===== src/rtl/mem_line_ctrl_pkg.sv =====
// Shared definitions for the cache line-transfer path: widths, address
// field split, and the line controller state encoding.
package mem_line_ctrl_pkg;

  localparam int LINE_W   = 512;
  localparam int WORD_W   = 32;
  localparam int BEATS    = LINE_W / WORD_W;
  localparam int TAG_W    = 19;
  localparam int INDEX_W  = 7;
  localparam int OFFSET_W = 6;
  localparam int LADDR_W  = 32 - OFFSET_W;   // line-aligned address bits
  localparam int BEAT_W   = 4;
  localparam int CAP_W    = 5;

  typedef enum logic [2:0] {
    ST_IDLE     = 3'd0,
    ST_WR_BEAT  = 3'd1,
    ST_RD_ISSUE = 3'd2,
    ST_RD_DRAIN = 3'd3,
    ST_RESP     = 3'd4
  } mlc_state_e;

  // Byte address of word k inside a line: {line address, k, 2'b00}.
  function automatic logic [31:0] beat_addr(input logic [LADDR_W-1:0] line_a,
                                            input logic [BEAT_W-1:0]  k);
    return {line_a, k, 2'b00};
  endfunction

endpackage


===== src/rtl/mem_line_ctrl_rd_return_pipe.sv =====
// Fixed-latency read return tracker: a RD_LAT-deep shift of {valid, beat
// index}. The output stage lines up with the cycle in which memory presents
// the word for that beat, so it doubles as the capture strobe and slot index.
module rd_return_pipe
  import mem_line_ctrl_pkg::*;
#(
  parameter int RD_LAT = 2
) (
  input  logic              clk,
  input  logic              rst_n,
  input  logic              in_valid_i,
  input  logic [BEAT_W-1:0] in_idx_i,
  output logic              cap_valid_o,
  output logic [BEAT_W-1:0] cap_idx_o
);

  logic              vld_q [RD_LAT];
  logic [BEAT_W-1:0] idx_q [RD_LAT];

  // Shift beat tags one stage per cycle; reset empties the whole pipe.
  always_ff @(posedge clk or negedge rst_n) begin
    if (!rst_n) begin
      for (int i = 0; i < RD_LAT; i++) begin
        vld_q[i] <= 1'b0;
        idx_q[i] <= '0;
      end
    end else begin
      vld_q[0] <= in_valid_i;
      idx_q[0] <= in_idx_i;
      for (int i = 1; i < RD_LAT; i++) begin
        vld_q[i] <= vld_q[i-1];
        idx_q[i] <= idx_q[i-1];
      end
    end
  end

  assign cap_valid_o = vld_q[RD_LAT-1];
  assign cap_idx_o   = idx_q[RD_LAT-1];

endmodule


===== src/rtl/mem_line_ctrl.sv =====
// Line-transfer controller: moves one 512-bit cache line to or from word-wide
// memory as 16 sequential beats. All outputs come straight from registers
// whose next values are derived from the next state.
module mem_line_ctrl
  import mem_line_ctrl_pkg::*;
#(
  parameter int LINE_W = mem_line_ctrl_pkg::LINE_W,
  parameter int WORD_W = mem_line_ctrl_pkg::WORD_W,
  parameter int RD_LAT = 2
) (
  input  logic              clk,
  input  logic              rst,
  input  logic              req_valid,
  output logic              req_ready,
  input  logic              req_write,
  input  logic [31:0]       req_addr,
  input  logic [LINE_W-1:0] req_wdata,
  output logic              resp_valid,
  output logic [LINE_W-1:0] resp_rdata,
  output logic              busy,
  output logic              mem_en,
  output logic              mem_we,
  output logic [31:0]       mem_addr,
  output logic [WORD_W-1:0] mem_wdata,
  input  logic [WORD_W-1:0] mem_rdata
);

  localparam logic [BEAT_W-1:0] LAST_BEAT = BEAT_W'(LINE_W / WORD_W - 1);
  localparam logic [CAP_W-1:0]  CAP_DONE  = CAP_W'(LINE_W / WORD_W);

  mlc_state_e          state_q, state_d;
  logic [BEAT_W-1:0]   beat_q, beat_d;
  logic [CAP_W-1:0]    cap_q, cap_d;
  logic [LADDR_W-1:0]  laddr_q, laddr_d;
  logic [LINE_W-1:0]   line_q, line_d;
  logic [LINE_W-1:0]   resp_rdata_q, resp_rdata_d;
  logic                req_ready_q, req_ready_d;
  logic                busy_q, busy_d;
  logic                resp_valid_q, resp_valid_d;
  logic                mem_en_q, mem_en_d;
  logic                mem_we_q, mem_we_d;
  logic [31:0]         mem_addr_q, mem_addr_d;
  logic [WORD_W-1:0]   mem_wdata_q, mem_wdata_d;

  logic                cap_valid_s;
  logic [BEAT_W-1:0]   cap_idx_s;
  logic                cap_en_s;
  logic                unused_offset_s;

  // Offset bits of the request address are ignored: transfers are line-aligned.
  assign unused_offset_s = ^req_addr[OFFSET_W-1:0];

  rd_return_pipe #(
    .RD_LAT (RD_LAT)
  ) u_rd_return_pipe (
    .clk         (clk),
    .rst_n       (rst),
    .in_valid_i  (state_q == ST_RD_ISSUE),
    .in_idx_i    (beat_q),
    .cap_valid_o (cap_valid_s),
    .cap_idx_o   (cap_idx_s)
  );

  assign cap_en_s = cap_valid_s &&
                    ((state_q == ST_RD_ISSUE) || (state_q == ST_RD_DRAIN));

  // Next-state, datapath and next-output logic.
  always_comb begin
    state_d      = state_q;
    beat_d       = beat_q;
    cap_d        = cap_q;
    laddr_d      = laddr_q;
    line_d       = line_q;
    resp_rdata_d = resp_rdata_q;

    // Returning read words land in their slot as they arrive.
    if (cap_en_s) begin
      line_d[int'(cap_idx_s)*WORD_W +: WORD_W] = mem_rdata;
      cap_d = cap_q + 5'd1;
    end else begin
      cap_d = cap_q;
    end

    case (state_q)
      ST_IDLE: begin
        if (req_valid) begin
          laddr_d = req_addr[31:OFFSET_W];
          line_d  = req_wdata;
          beat_d  = 4'd0;
          cap_d   = 5'd0;
          state_d = req_write ? ST_WR_BEAT : ST_RD_ISSUE;
        end else begin
          state_d = ST_IDLE;
        end
      end
      ST_WR_BEAT: begin
        beat_d = beat_q + 4'd1;
        if (beat_q == LAST_BEAT) begin
          state_d = ST_RESP;
        end else begin
          state_d = ST_WR_BEAT;
        end
      end
      ST_RD_ISSUE: begin
        beat_d = beat_q + 4'd1;
        if (beat_q == LAST_BEAT) begin
          state_d = ST_RD_DRAIN;
        end else begin
          state_d = ST_RD_ISSUE;
        end
      end
      ST_RD_DRAIN: begin
        // Leave as soon as the final word is being captured this cycle.
        if (cap_d == CAP_DONE) begin
          state_d = ST_RESP;
        end else begin
          state_d = ST_RD_DRAIN;
        end
      end
      ST_RESP: begin
        state_d = ST_IDLE;
      end
      default: begin
        state_d = ST_IDLE;
      end
    endcase

    // Publish the assembled line only when a read completes.
    if ((state_d == ST_RESP) && (state_q == ST_RD_DRAIN)) begin
      resp_rdata_d = line_d;
    end else begin
      resp_rdata_d = resp_rdata_q;
    end

    req_ready_d  = (state_d == ST_IDLE);
    busy_d       = (state_d != ST_IDLE);
    resp_valid_d = (state_d == ST_RESP);

    // Memory port reflects the beat that will be current next cycle.
    if ((state_d == ST_WR_BEAT) || (state_d == ST_RD_ISSUE)) begin
      mem_en_d   = 1'b1;
      mem_we_d   = (state_d == ST_WR_BEAT);
      mem_addr_d = beat_addr(laddr_d, beat_d);
      if (state_d == ST_WR_BEAT) begin
        mem_wdata_d = line_d[int'(beat_d)*WORD_W +: WORD_W];
      end else begin
        mem_wdata_d = '0;
      end
    end else begin
      mem_en_d    = 1'b0;
      mem_we_d    = 1'b0;
      mem_addr_d  = 32'd0;
      mem_wdata_d = '0;
    end
  end

  // State, datapath and output registers; reset abandons any transfer.
  always_ff @(posedge clk or negedge rst) begin
    if (!rst) begin
      state_q      <= ST_IDLE;
      beat_q       <= 4'd0;
      cap_q        <= 5'd0;
      laddr_q      <= '0;
      line_q       <= '0;
      resp_rdata_q <= '0;
      req_ready_q  <= 1'b1;
      busy_q       <= 1'b0;
      resp_valid_q <= 1'b0;
      mem_en_q     <= 1'b0;
      mem_we_q     <= 1'b0;
      mem_addr_q   <= 32'd0;
      mem_wdata_q  <= '0;
    end else begin
      state_q      <= state_d;
      beat_q       <= beat_d;
      cap_q        <= cap_d;
      laddr_q      <= laddr_d;
      line_q       <= line_d;
      resp_rdata_q <= resp_rdata_d;
      req_ready_q  <= req_ready_d;
      busy_q       <= busy_d;
      resp_valid_q <= resp_valid_d;
      mem_en_q     <= mem_en_d;
      mem_we_q     <= mem_we_d;
      mem_addr_q   <= mem_addr_d;
      mem_wdata_q  <= mem_wdata_d;
    end
  end

  assign req_ready  = req_ready_q;
  assign busy       = busy_q;
  assign resp_valid = resp_valid_q;
  assign resp_rdata = resp_rdata_q;
  assign mem_en     = mem_en_q;
  assign mem_we     = mem_we_q;
  assign mem_addr   = mem_addr_q;
  assign mem_wdata  = mem_wdata_q;

endmodule


===== config.mk =====
export PLATFORM = sky130hd
export DESIGN_NAME = mem_line_ctrl
export DESIGN_NICKNAME = d
export VERILOG_FILES = /design/src/rtl/mem_line_ctrl_pkg.sv /design/src/rtl/mem_line_ctrl_rd_return_pipe.sv /design/src/rtl/mem_line_ctrl.sv
export SDC_FILE = /design/constraint.sdc
export NUM_CORES = 2
export LEC_CHECK = 0
export CAP_MARGIN = 0
export CORE_AREA = 2 2 450 452
export CTS_CLUSTER_DIAMETER = 50
export DETAILED_ROUTE_END_ITERATION = 8
export DIE_AREA = 0 0 452 454
export REMOVE_ABC_BUFFERS = 1
export SLEW_MARGIN = 20
export SYNTH_ARGS = -nofsm -noshare
export SYNTH_HDL_FRONTEND = slang
export SYNTH_HIERARCHICAL = 1
export SYNTH_SLANG_ARGS = --single-unit

===== constraint.sdc =====
create_clock -name clk -period 6.22 [get_ports clk]
set_input_delay 1.244 -clock clk [delete_from_list [all_inputs] [get_ports clk]]
set_output_delay 1.244 -clock clk [all_outputs]
set_load 0.05 [all_outputs]

==> metrics.md <==
| Metric | Value |
|---|---|
| Worst setup EP type | flop |
| Worst IR drop on VDD | 0.388 mV |
| Hold Crit Depth | 0 |
| Path depth of the worst reg2reg path | 10 |
| Worst-Skew Late Latency | between 0.8 and 0.9 ns |
| Hold Path Class | flop to flop |
| Area of the die | 205000 um^2 |
| Yosys Warn Count | 6 |
| Post-synth EDFFs | 0 |
| DRC | 0 |
| GR Overflow Total | 0 |
| Die Span Y | between 400 and 500 um |
| Async SR Flop Fraction | 100% |
| Routed length per instance | roughly 36 um |
| Worst-path clk slew | roughly 0.060 ns |
| Clk_skew | 0.0573 ns |
| Slew headroom | a little under a fifth |
| CTS root buf | clkbuf_16 |
| Hold WS | ~0.34 ns |
| Placement Setup Slack | roughly 1.1 ns |
| Worst path bufs/invs | 1 |
| CP Launch Type | flop |
| Vias | between 50k and 60k |
| CTS Buffer Depth | 3 |
| Top Ports | approximately 1.2k |
| Setup TNS | 0 ns |
| Via-to-Cell Ratio | around 5.6 |
| Count of different cell masters after synthesis | between 100 and 150 |
| Final WS setup | 1.25 ns |
| RSZ-0062 raised after global routing | false |
| Antenna-violating nets left | 0 |
| Die width | 452 um |
| Mapped cell area | between 50000 and 60000 um^2 |
| Dpl hpwl | about 230000 um |
| Worst Path Max Fanout | 15 |
| Synth-to-layout area growth | 38.7% |
| First-pass GRT wire length | 429000 um |
| TritonRoute pass-1 iters | 8 |
| Final setup violation count | 0 |
| Post-CTS Setup Bufs | 0 |
| Part of the cycle the worst path needs | about four fifths |
| WL final | between 300000 and 400000 um |
| Final instance area | around 73000 um^2 |
| CP delay by family, top | compound AO/OA/AOI/OAI gates |
| Power Dens Cells | between 700 and 800 nW/um^2 |
| Synthesis-stage register bit count | around 1.1k |
| Setup CP Type | flop to flop |
| Hold Fails Final Rpt | 0 |
| Syn Inst Count | between 5k and 6k |
| Layout cells sized above 1 | ~16% |
| Initial Util | 26.2% |
| Crit path max-delay cell type | a211oi_4 |
| Num rows | roughly 170 |
| CP max stage delay | 1.05 ns |
| Critical Path RT | 6.95 ns |
| TritonCTS clock tree | built |
| Cts bufs inserted | ~160 |
| Maximum clock frequency | around 0.20 GHz |
| Worst-Margin Slew | between 1 and 1.5 ns |
| Synth Area per Inst | roughly 10 um^2 |
| Min Tclk post-route | between 4 and 5 ns |
| GRT Overall Usage | between 30% and 40% |
| Largest net degree at the start of global routing | about 150 |
| Clock Sinks | ~1.1k |
| Initial antenna violation count | 85 |
| Final slew viol count | 0 |
| Hold bufs inserted after CTS | 0 |
| Routability cong. | 0.910 |
| Post-CTS sizing | 0 |
| Leak | roughly 30 nW |
| Worst EP arrival | between 5 and 6 ns |
| Core Region | about 200000 um^2 |
| Vias in the first global route | slightly below 50k |
| Dpl cell area | roughly 68000 um^2 |
| Overall power | 51.6 mW |
| Max-cap violation count | 0 |
| DR iter-0 viols | around 6.3k |
| Layout net count | approximately 7k |
| Port Buffers | roughly 1.2k |
| Crit path cell chain | nor3_1, ha_1, nand4bb_1, a211oi_4, buf_12, nand3_1, a31oi_1, o22ai_1, o22a_1, o32ai_1 |
| Status | complete, no violations |
| Htree depth | 4 |
| Sequential area share after synthesis | about 54% |
| Synth Flop Type | dfrtp_1 |
| CP Depth | 10 |
==> synth_stat cells, drive strengths merged, types with 8 or more instances <==
| cell | n | area, um^2 |
|---|---|---|
| a211oi | 51 | 418 |
| a21oi | 312 | 1600 |
| a221o | 8 | 80.1 |
| a221oi | 14 | 135 |
| a22oi | 15 | 113 |
| a311oi | 13 | 114 |
| a31o | 30 | 263 |
| a31oi | 249 | 1620 |
| a32oi | 8 | 70.1 |
| and2 | 15 | 93.8 |
| and3 | 54 | 338 |
| buf | 283 | 1660 |
| clkbuf | 166 | 626 |
| dfrtp | 1138 | 28500 |
| inv | 100 | 375 |
| mux2 | 434 | 4890 |
| mux2i | 101 | 1010 |
| nand2 | 754 | 2840 |
| nand2b | 8 | 50.1 |
| nand3 | 252 | 1270 |
| nand4 | 26 | 205 |
| nor2 | 490 | 1860 |
| nor2b | 9 | 56.3 |
| nor3 | 31 | 198 |
| o2111ai | 9 | 78.8 |
| o211ai | 80 | 621 |
| o21a | 64 | 480 |
| o21ai | 304 | 1530 |
| o221ai | 9 | 78.8 |
| o22a | 8 | 70.1 |
| o22ai | 21 | 131 |
| or3 | 11 | 68.8 |
==> worst register-to-register path: cells and delay by family (launching register included) <==
kind                     cells  cell delay (ns)
flip-flops                   1             0.79
adder cells (fa/ha/maj)      1             0.40
AO/OA/AOI/OAI                5             2.29
AND/OR/NAND/NOR              3             1.03
buffers and inverters        1             0.35
==> layout make-up <==
type                       count  area, um^2
tap                         2672        3340
timing repair buffer        1345       13300
antenna                       55         138
fill                       20125      128000
inverter                     100         388
clock buffer                 204        4280
sequential                  1139       28500
multi-input combinational   3502       21900
clock inverter                80        1080
==> routing by layer <==
| metal | global-route usage, % | up-vias | share of wire (%) |
|---|---|---|---|
| li1 | - | 20543 | - |
| met1 | 36.7 | 25642 | 37 |
| met2 | 47.4 | 3527 | 45 |
| met3 | 8.41 | 925 | 9.9 |
| met4 | 22.1 | 16 | 8.0 |
| met5 | 0 | - | 0.035 |
==> stage by stage <==
| step | utilization (%) | std cells |
|---|---|---|
| 5_1_grt | 36.3 | 9081 |
| 4_1_cts | 36.3 | 9042 |
| 3_3_place_gp | 33.6 | 8758 |
| 2_1_floorplan | - | 4741 |
| 6_report | 36.3 | 9097 |
| 3_5_place_dp | 33.6 | 8758 |
==> cells in the final DEF (no fill, tap or decap), drive strengths merged, types with 31 or more instances in the layout <==
cell type	netlist	layout
clkdlybuf4s50	0	1151
dfrtp	1138	1138
nand2	754	754
nor2	490	490
mux2	434	434
a21oi	312	312
o21ai	304	304
nand3	252	252
a31oi	249	249
clkbuf	166	204
buf	283	194
inv	100	125
mux2i	101	101
o211ai	80	80
o21a	64	64
diode	0	55
and3	54	54
a211oi	51	51
clkinv	0	37
nor3	31	31
==> sequential cells by signal, indices dropped and copies added (netlist names) <==
register,cells
busy,1
cap_q,5
resp_rdata,512
mem_en,1
beat_q,4
u_rd_return_pipe/cap_valid_o,1
u_rd_return_pipe/vld_q,1
mem_addr,30
mem_wdata,32
mem_we,1
u_rd_return_pipe/idx_q,4
line_q,512
state_q,3
laddr_q,26
resp_valid,1
u_rd_return_pipe/cap_idx_o,4
req_ready,1
==> kinds of logic after synthesis <==
group / after synthesis / synth area share [%]
multiplexers: 535 / 11.2
buffers and inverters: 549 / 5.05
XOR/XNOR: 8 / 0.169
AO/OA/AOI/OAI: 1262 / 15.2
adder cells (fa/ha/maj): 4 / 0.0951
other: 1 / 0.00712
flip-flops: 1139 / 54.2
AND/OR/NAND/NOR: 1691 / 14.1
==> final timing paths <==
path | slack [ns] | endpoint | startpoint
max in group asynchronous | 4.08 | resp_rdata[354] | rst
hold reg to reg | 0.34 | u_rd_return_pipe/cap_idx_o[2] | u_rd_return_pipe/idx_q[6]
setup reg to reg | 1.25 | mem_wdata[22] | u_rd_return_pipe/cap_idx_o[2]
min in group asynchronous | 0.37 | mem_addr[31] | rst
hold / removal | 0.34 | u_rd_return_pipe/cap_idx_o[2] | u_rd_return_pipe/idx_q[6]
setup / recovery | 1.25 | mem_wdata[22] | u_rd_return_pipe/cap_idx_o[2]
==> power breakdown <==
part	internal [mW]	switching, mW
Combinational	8.27	21.3
Clock	5.50	3.89
Sequential	10.9	1.76
Power figures use the tool's default switching activity.
